### src/rtl/xvc_mm_arbiter_if.sv
// Bundle for the two-requester register arbiter: requester ports, downstream port,
// grant and timeout indication.
interface xvc_mm_arbiter_if;
  // Handshake: a requester holds a non-WAIT opcode (with addr/wdata) until it sees a
  // rvalid/wdone pulse; busy=1 means the port cannot be served this cycle; completion
  // pulses are single-cycle; rdata is only meaningful (and otherwise 0) while rvalid=1.
  logic [11:0] r0_addr,   r1_addr;
  logic [31:0] r0_wdata,  r1_wdata;
  logic [1:0]  r0_opcode, r1_opcode;
  logic [31:0] r0_rdata,  r1_rdata;
  logic        r0_rvalid, r1_rvalid;
  logic        r0_wdone,  r1_wdone;
  logic        r0_busy,   r1_busy;
  logic [11:0] m_addr;
  logic [31:0] m_wdata;
  logic [1:0]  m_opcode;
  logic [31:0] m_rdata;
  logic        m_rvalid;
  logic        m_wdone;
  logic        m_busy;
  logic [1:0]  grant;
  logic        timeout_err;

  modport master (
    input  r0_addr, r1_addr, r0_wdata, r1_wdata, r0_opcode, r1_opcode,
    output r0_rdata, r1_rdata, r0_rvalid, r1_rvalid, r0_wdone, r1_wdone, r0_busy, r1_busy,
    output m_addr, m_wdata, m_opcode,
    input  m_rdata, m_rvalid, m_wdone, m_busy,
    output grant, timeout_err
  );

  modport slave (
    output r0_addr, r1_addr, r0_wdata, r1_wdata, r0_opcode, r1_opcode,
    input  r0_rdata, r1_rdata, r0_rvalid, r1_rvalid, r0_wdone, r1_wdone, r0_busy, r1_busy,
    input  m_addr, m_wdata, m_opcode,
    output m_rdata, m_rvalid, m_wdone, m_busy,
    input  grant, timeout_err
  );
endinterface

### src/rtl/xvc_mm_arbiter.sv
// Round-robin arbiter sharing one downstream register port between two requesters,
// with a per-transaction timeout and a fixed quiet gap after each completion.
module xvc_mm_arbiter #(
  parameter int unsigned TIMEOUT_CYCLES = 4096,
  parameter int unsigned GAP_CYCLES     = 2
) (
  input  logic             clk,
  input  logic             rst_n,
  xvc_mm_arbiter_if.master bus,
  output logic [1:0]       dbg_state
);
  typedef enum logic [1:0] {ST_IDLE = 2'd0, ST_ACTIVE = 2'd1, ST_GAP = 2'd2} state_e;

  localparam logic [1:0]  OP_WAIT  = 2'd0;
  localparam logic [1:0]  OP_WRITE = 2'd1;
  localparam logic [1:0]  OP_READ  = 2'd2;
  localparam logic [15:0] TMO_LAST = 16'(TIMEOUT_CYCLES - 1);
  localparam logic [15:0] GAP_LAST = 16'(GAP_CYCLES - 1);

  state_e      state_q, state_d;
  logic [1:0]  grant_q, grant_d;
  logic        last_q,  last_d;  // index of the requester served most recently
  logic [11:0] addr_q,  addr_d;
  logic [31:0] wdata_q, wdata_d;
  logic [1:0]  op_q,    op_d;
  logic [15:0] cnt_q,   cnt_d;   // timeout count in ACTIVE, gap count in GAP

  logic        req0, req1, pick1, active, done, tmo, fin;
  logic        rsp_rd0, rsp_rd1;
  logic [31:0] rsp_data;

  assign req0   = (bus.r0_opcode == OP_WRITE) || (bus.r0_opcode == OP_READ);
  assign req1   = (bus.r1_opcode == OP_WRITE) || (bus.r1_opcode == OP_READ);
  assign pick1  = req1 && (!req0 || !last_q);
  assign active = (state_q == ST_ACTIVE);
  assign done   = active && (((op_q == OP_WRITE) && bus.m_wdone) ||
                             ((op_q == OP_READ)  && bus.m_rvalid));
  assign tmo    = active && !done && (cnt_q == TMO_LAST);
  // Gating with rst_n keeps a transaction abandoned by reset from emitting a pulse.
  assign fin    = (done || tmo) && rst_n;

  always_comb begin
    state_d = state_q;
    grant_d = grant_q;
    last_d  = last_q;
    addr_d  = addr_q;
    wdata_d = wdata_q;
    op_d    = op_q;
    cnt_d   = cnt_q;
    case (state_q)
      ST_IDLE: begin
        if (req0 || req1) begin
          state_d = ST_ACTIVE;
          grant_d = pick1 ? 2'b10 : 2'b01;
          addr_d  = pick1 ? bus.r1_addr   : bus.r0_addr;
          wdata_d = pick1 ? bus.r1_wdata  : bus.r0_wdata;
          op_d    = pick1 ? bus.r1_opcode : bus.r0_opcode;
          cnt_d   = 16'd0;
        end
      end
      ST_ACTIVE: begin
        if (done || tmo) begin
          state_d = ST_GAP;
          last_d  = grant_q[1];
          cnt_d   = 16'd0;
        end else begin
          cnt_d = cnt_q + 16'd1;
        end
      end
      ST_GAP: begin
        if (cnt_q == GAP_LAST) begin
          state_d = ST_IDLE;
          grant_d = 2'b00;
          cnt_d   = 16'd0;
        end else begin
          cnt_d = cnt_q + 16'd1;
        end
      end
      default: begin
        state_d = ST_IDLE;
        grant_d = 2'b00;
        cnt_d   = 16'd0;
      end
    endcase
  end

  always_ff @(posedge clk) begin
    if (!rst_n) begin
      state_q <= ST_IDLE;
      grant_q <= 2'b00;
      last_q  <= 1'b1;
      addr_q  <= 12'd0;
      wdata_q <= 32'd0;
      op_q    <= OP_WAIT;
      cnt_q   <= 16'd0;
    end else begin
      state_q <= state_d;
      grant_q <= grant_d;
      last_q  <= last_d;
      addr_q  <= addr_d;
      wdata_q <= wdata_d;
      op_q    <= op_d;
      cnt_q   <= cnt_d;
    end
  end

  // A timed-out read returns all ones so the requester can tell it from real data.
  assign rsp_data = tmo ? 32'hFFFF_FFFF : bus.m_rdata;
  assign rsp_rd0  = fin && (op_q == OP_READ) && grant_q[0];
  assign rsp_rd1  = fin && (op_q == OP_READ) && grant_q[1];

  assign bus.r0_rvalid = rsp_rd0;
  assign bus.r1_rvalid = rsp_rd1;
  assign bus.r0_rdata  = rsp_rd0 ? rsp_data : 32'd0;
  assign bus.r1_rdata  = rsp_rd1 ? rsp_data : 32'd0;
  assign bus.r0_wdone  = fin && (op_q == OP_WRITE) && grant_q[0];
  assign bus.r1_wdone  = fin && (op_q == OP_WRITE) && grant_q[1];
  assign bus.r0_busy   = (state_q == ST_GAP) || (active && (grant_q[0] ? bus.m_busy : 1'b1));
  assign bus.r1_busy   = (state_q == ST_GAP) || (active && (grant_q[1] ? bus.m_busy : 1'b1));

  assign bus.m_addr      = addr_q;
  assign bus.m_wdata     = wdata_q;
  assign bus.m_opcode    = (active && !bus.m_busy) ? op_q : OP_WAIT;
  assign bus.grant       = grant_q;
  assign bus.timeout_err = tmo && rst_n;
  assign dbg_state       = state_q;
endmodule

### src/flat_wrapper.sv
// flat-port wrapper written by rule: the top's interface ports become plain ports
module xvc_mm_arbiter_flat 
#(
  parameter int unsigned TIMEOUT_CYCLES = 4096,
  parameter int unsigned GAP_CYCLES     = 2
)
  (clk, rst_n, dbg_state, bus_r0_addr, bus_r1_addr, bus_r0_wdata, bus_r1_wdata, bus_r0_opcode, bus_r1_opcode, bus_r0_rdata, bus_r1_rdata, bus_r0_rvalid, bus_r1_rvalid, bus_r0_wdone, bus_r1_wdone, bus_r0_busy, bus_r1_busy, bus_m_addr, bus_m_wdata, bus_m_opcode, bus_m_rdata, bus_m_rvalid, bus_m_wdone, bus_m_busy, bus_grant, bus_timeout_err);
  xvc_mm_arbiter_if bus_i ();
  input  logic clk;
  input  logic rst_n;
  output logic [1:0] dbg_state;
  input wire logic [$bits(bus_i.r0_addr)-1:0] bus_r0_addr;
  input wire logic [$bits(bus_i.r1_addr)-1:0] bus_r1_addr;
  input wire logic [$bits(bus_i.r0_wdata)-1:0] bus_r0_wdata;
  input wire logic [$bits(bus_i.r1_wdata)-1:0] bus_r1_wdata;
  input wire logic [$bits(bus_i.r0_opcode)-1:0] bus_r0_opcode;
  input wire logic [$bits(bus_i.r1_opcode)-1:0] bus_r1_opcode;
  output wire logic [$bits(bus_i.r0_rdata)-1:0] bus_r0_rdata;
  output wire logic [$bits(bus_i.r1_rdata)-1:0] bus_r1_rdata;
  output wire logic [$bits(bus_i.r0_rvalid)-1:0] bus_r0_rvalid;
  output wire logic [$bits(bus_i.r1_rvalid)-1:0] bus_r1_rvalid;
  output wire logic [$bits(bus_i.r0_wdone)-1:0] bus_r0_wdone;
  output wire logic [$bits(bus_i.r1_wdone)-1:0] bus_r1_wdone;
  output wire logic [$bits(bus_i.r0_busy)-1:0] bus_r0_busy;
  output wire logic [$bits(bus_i.r1_busy)-1:0] bus_r1_busy;
  output wire logic [$bits(bus_i.m_addr)-1:0] bus_m_addr;
  output wire logic [$bits(bus_i.m_wdata)-1:0] bus_m_wdata;
  output wire logic [$bits(bus_i.m_opcode)-1:0] bus_m_opcode;
  input wire logic [$bits(bus_i.m_rdata)-1:0] bus_m_rdata;
  input wire logic [$bits(bus_i.m_rvalid)-1:0] bus_m_rvalid;
  input wire logic [$bits(bus_i.m_wdone)-1:0] bus_m_wdone;
  input wire logic [$bits(bus_i.m_busy)-1:0] bus_m_busy;
  output wire logic [$bits(bus_i.grant)-1:0] bus_grant;
  output wire logic [$bits(bus_i.timeout_err)-1:0] bus_timeout_err;
  assign bus_i.r0_addr = bus_r0_addr;
  assign bus_i.r1_addr = bus_r1_addr;
  assign bus_i.r0_wdata = bus_r0_wdata;
  assign bus_i.r1_wdata = bus_r1_wdata;
  assign bus_i.r0_opcode = bus_r0_opcode;
  assign bus_i.r1_opcode = bus_r1_opcode;
  assign bus_r0_rdata = bus_i.r0_rdata;
  assign bus_r1_rdata = bus_i.r1_rdata;
  assign bus_r0_rvalid = bus_i.r0_rvalid;
  assign bus_r1_rvalid = bus_i.r1_rvalid;
  assign bus_r0_wdone = bus_i.r0_wdone;
  assign bus_r1_wdone = bus_i.r1_wdone;
  assign bus_r0_busy = bus_i.r0_busy;
  assign bus_r1_busy = bus_i.r1_busy;
  assign bus_m_addr = bus_i.m_addr;
  assign bus_m_wdata = bus_i.m_wdata;
  assign bus_m_opcode = bus_i.m_opcode;
  assign bus_i.m_rdata = bus_m_rdata;
  assign bus_i.m_rvalid = bus_m_rvalid;
  assign bus_i.m_wdone = bus_m_wdone;
  assign bus_i.m_busy = bus_m_busy;
  assign bus_grant = bus_i.grant;
  assign bus_timeout_err = bus_i.timeout_err;
  xvc_mm_arbiter #(.TIMEOUT_CYCLES(TIMEOUT_CYCLES), .GAP_CYCLES(GAP_CYCLES)) u_core (.clk(clk), .rst_n(rst_n), .bus(bus_i), .dbg_state(dbg_state));
endmodule
### config.mk
export PLATFORM = sky130hd
export DESIGN_NAME = xvc_mm_arbiter_flat
export DESIGN_NICKNAME = d
export VERILOG_FILES = /design/src/rtl/xvc_mm_arbiter_if.sv /design/src/rtl/xvc_mm_arbiter.sv /design/src/flat_wrapper.sv
export SDC_FILE = /design/constraint.sdc
export NUM_CORES = 1
export LEC_CHECK = 0
export CAP_MARGIN = 0
export CORE_ASPECT_RATIO = 1.1
export CORE_MARGIN = 5
export CORE_UTILIZATION = 40
export CTS_BUF_LIST = sky130_fd_sc_hd__clkbuf_16
export CTS_CLUSTER_DIAMETER = 100
export CTS_CLUSTER_SIZE = 25
export DETAILED_ROUTE_END_ITERATION = 8
export PLACE_DENSITY = 0.91
export SYNTH_ARGS = -nofsm -noshare
export SYNTH_HDL_FRONTEND = slang
export SYNTH_SLANG_ARGS = --single-unit
### constraint.sdc
create_clock -name clk -period 6.97 [get_ports clk]
set_input_delay 1.0455 -clock clk [delete_from_list [all_inputs] [get_ports clk]]
set_output_delay 1.0455 -clock clk [all_outputs]
set_load 0.05 [all_outputs]
# Word level (Yosys, flattened, before mapping)
# Cells that the tools add are included.
[word_totals]
reg_bits = 67
input_bits = 129
out_inout_bits = 121
[op_classes]
n_addsub = 1
n_eq_ne = 13
n_mux = 20
n_bitwise = 1
reduce_logical = 34
[ops]
columns = ["operator", "n"]
rows = [
  ["$mux 32", 4],
  ["$mux 16", 3],
  ["$pmux 16 s3", 1],
  ["$logic_and 1x1->1", 17],
  ["$add 16x1->16 const B", 1],
  ["$eq 16x1->1 const B", 1],
  ["$eq 16x12->1 const B", 1],
  ["$mux 2", 7],
  ["$mux 12", 1],
  ["$pmux 2 s3", 2],
  ["$eq 2x1->1 const B", 4],
  ["$eq 2x2->1 const B", 4],
  ["$logic_or 1x1->1", 8],
  ["$reduce_and 3->1", 2],
  ["$logic_not 1->1", 4],
  ["$ne 2x1->1 const B", 2],
  ["$reduce_and 2->1", 2],
  ["$logic_not 2->1", 1],
  ["$mux 1", 2],
  ["$ne 2x2->1 const B", 1],
  ["$not 1->1", 1],
]

# Longest topological paths before layout
[logic_depth]
word_depth = 12
ltp_mapped = 7
mapped_depth_nobuf = 7

# Least setup slack after synthesis
# Ideal clock, no wire load.
[synth_path]
kind = "in2out"
startpoint = "in rst_n"
endpoint = "out bus_r1_wdone"
arrival_ns = 2.530
slack_ns = 3.395
cell_stages = 3
n_path_buf = 1
cell_sequence = "clkbuf_1 -> nand2_1 -> nor3_1"
[synth_via]
elab_chain_len = 3
[synth_lines]
columns = ["element", "line", "source"]
rows = [
  ["start, declared", "flat_wrapper.sv:10", "input logic rst_n;"],
  ["$logic_and 1x1->1", "xvc_mm_arbiter.sv:40", "assign fin = (done || tmo) && rst_n;"],
  ["$logic_and 1x1->1 (2 in a row)", "xvc_mm_arbiter.sv:117", "assign bus.r1_wdone = fin && (op_q == OP_WRITE) && grant_q[1];"],
  ["end, declared", "flat_wrapper.sv:23", "output wire logic [$bits(bus_i.r1_wdone)-1:0] bus_r1_wdone;"],
]
# No other way between the ends.

# Final worst setup path
[layout_path]
startpoint = "in rst_n"
endpoint = "out bus_r1_rdata[7]"
[layout_via]
elab_chain_len = 4
[layout_lines]
columns = ["element", "line", "source"]
rows = [
  ["$logic_and 1x1->1", "xvc_mm_arbiter.sv:40", ""],
  ["$logic_and 1x1->1 (2 in a row)", "xvc_mm_arbiter.sv:110", "assign rsp_rd1 = fin && (op_q == OP_READ) && grant_q[1];"],
  ["$mux 32", "xvc_mm_arbiter.sv:115", "assign bus.r1_rdata = rsp_rd1 ? rsp_data : 32'd0;"],
  ["end, declared", "flat_wrapper.sv:19", "output wire logic [$bits(bus_i.r1_rdata)-1:0] bus_r1_rdata;"],
]
# No other way between the ends.

==> qor.yml <==
floorplan:
  placementRows: 38
  dieArea_sq_um: 11900
  start_util_pct: 40.28
  pin_count: 250
  die_h_microns: 113.9
  core_sq_um: 9747
  die_width_microns: 104.5
global_routing:
  grt_pass1_wl_mm: 21.09
  track_usage_pct: 21.71
  grt_antenna_before_repair: 0
  grt_pass1_vias: 4201
  grt_overflow_total: 0
  grt_max_degree: 76
setup_path:
  worstPathMaxFanout: 33
  worst-endpoint-required_ns: 5.92
  arrival_ns: 4.09
  cp-start-kind: "input port"
  r2r_cells: 6
  worst-setup-path-type: "input port to output port"
  cp-end-kind: "output port"
synthesis:
  ys.flop_type: "dfxtp_1"
  synth_top_family_by_area: "compound AO/OA/AOI/OAI gates"
  yosysUniqueCellTypes: 50
  mappedNetlistArea_sq_um: 3926
  syn_avg_cell_area_sq_um: 8.764
  synth_xor_area_share_pct: 2.900
  synth_compound_area_share_pct: 26.42
  netlist_instances: 448
  synth_edf_count: 0
  ys_ff_latch: 67
  syn-num-nets: 582
  synthAdderAreaFrac_pct: 1.593
  yosysSeqAreaShare_pct: 34.16
  synth_async_sr_flop_share_pct: 0
  yosys.area_share.simple_pct: 17.94
  synthMuxAreaShare_pct: 11.47
  yosys_warnings: 0
sta:
  relSlewSlack_pct: 23.26
  setup_viol: 0
  finalCritPeriodShare_pct: 73.73
  finalWorstSetupSlack_ns: 1.831
  max_freq_ghz: 0.1946
  grt_setup_unrepaired: "false"
  tightest_slew_ns: 1.147
  min_period_ns: 5.139
  fin_skew_ns: 0.004520
  holdWs_ns: 0.4973
  final.setup.tns_ns: 0
  finalHoldViolations: 0
  maxSlewViolCount: 0
clock_tree:
  worstSkewPairLatency_ns: 0.32
  cts-buffers-inserted: 9
  htreeDepth: 3
  post_cts_resize_count: 0
  holdBufCountCts: 0
  cts.root.buffer_cell: "clkbuf_16"
  clock_path_buffers: 2
  post_cts_buffers: 0
  cts_tree: "yes"
  clock-sinks: 67
  path_clk_slew_ns: 0.05
route:
  first_iter_violations: 191
  vias_per_cell: 5.343
  route.final.wire_length_mm: 13.84
  wl_per_cell_microns: 17.32
  num_vias: 4269
  antenna_left: 0
  firstDrtPassIters: 4
  drc: 0
placed_design:
  gp_congestion: 0.8615
  dp_slack_ns: 1.794
  portBuffers: 249
  dp_hpwl_mm: 10.87
final_layout:
  num_antenna_cells: 0
  fillCellCount: 760
  area_growth_pct: 69.63
  nets: 808
  final_common_cell: "clkdlybuf4s50_1"
  drive_above_1_share_pct: 3.829
  final_cell_mix: "clkdlybuf4s50_1, dfxtp_1, o21a_1"
  seq_area_sq_um: 1341
  multi_input_area_sq_um: 2382
power:
  power_mw: 2.122
  ir_drop_mv: 0.2779
  powerDensity_nw_per_um2: 318.6
  p_leak_nw: 2.429
job:
  maxCapViolations: 0
min_path:
  whs_path_depth: 2
  hold_path_class: "flop to flop"
run_status:
  outcome: "completed"
-- layer usage --
metal | wire (microns) | track usage, %
met5 | 0 | 0
met4 | 230 | 7.168
met3 | 1509 | 9.225
met2 | 6836 | 38.99
met1 | 5261 | 22.81
-- stage by stage --
| step | cells | cell area [sq um] | utilization, % |
|---|---|---|---|
| 2_1_floorplan | 448 | 3926 | - |
| 3_5_place_dp | 783 | 6407 | 65.74 |
| 6_report | 799 | 6660 | 68.33 |
| 3_3_place_gp | 783 | 6407 | 65.74 |
| 5_1_grt | 799 | 6660 | 68.33 |
| 4_1_cts | 799 | 6660 | 68.33 |
-- area by class of cell --
cell class,instances,share of cell area (%)
multi-input combinational,339,35.77
sequential,67,20.14
tap,120,2.254
inverter,5,0.2818
clock inverter,7,0.4133
clock buffer,9,3.382
timing repair buffer,252,37.76
-- cell families (layout without fill, tap and decap cells) --
family	count (synthesis)	count (layout)
buffers and inverters	42	273
XOR/XNOR	13	13
multiplexers	45	45
AND/OR/NAND/NOR	135	135
AO/OA/AOI/OAI	141	141
flip-flops	67	67
adder cells (fa/ha/maj)	5	5
-- flip-flops by register name, indices dropped and copies added, names as in the netlist --
signal / cells
u_core.bus.m_addr: 12
u_core.cnt_q: 16
u_core.dbg_state: 2
u_core.bus.m_wdata: 32
u_core.op_q: 2
u_core.bus.grant: 2
u_core.last_q: 1
-- worst max-delay path: stages --
cell and delay, ns:
clkdlybuf4s50_1 0.81, nand2_1 0.27, nor3_4 0.91, o21a_1 0.23
clkdlybuf4s50_1 0.81
-- power by group --
group          total (mW)  internal (mW)  switching (mW)
sequential          0.572          0.499          0.0733
clock               0.385          0.232           0.153
combinational        1.17          0.411           0.754
total                2.12           1.14           0.980
-- synth_stat cells, types with 7 or more instances --
master / number / area, sq um
dfxtp_1: 67 / 1341
o21a_1: 66 / 495.5
nor2_1: 59 / 221.5
mux2i_1: 45 / 450.4
a211oi_1: 42 / 315.3
nand2_1: 19 / 71.32
clkbuf_1: 17 / 63.81
nand3_1: 12 / 60.06
buf_2: 11 / 55.05
xor2_1: 9 / 78.83
o21ai_0: 8 / 40.04
a21oi_1: 7 / 35.03
-- worst paths after layout --
kind                                           from                           endpoint  slack, ns
hold / removal    u_core.bus.m_addr[1]$_SDFFE_PN0P_  u_core.bus.m_addr[1]$_SDFFE_PN0P_       0.50
setup / recovery                              rst_n                    bus_r1_rdata[7]       1.83
setup reg to reg       u_core.cnt_q[0]$_SDFFE_PN0P_       u_core.cnt_q[2]$_SDFFE_PN0P_       4.59
hold reg to reg   u_core.bus.m_addr[1]$_SDFFE_PN0P_  u_core.bus.m_addr[1]$_SDFFE_PN0P_       0.50
Note: power is estimated with default switching activity, not from simulation.
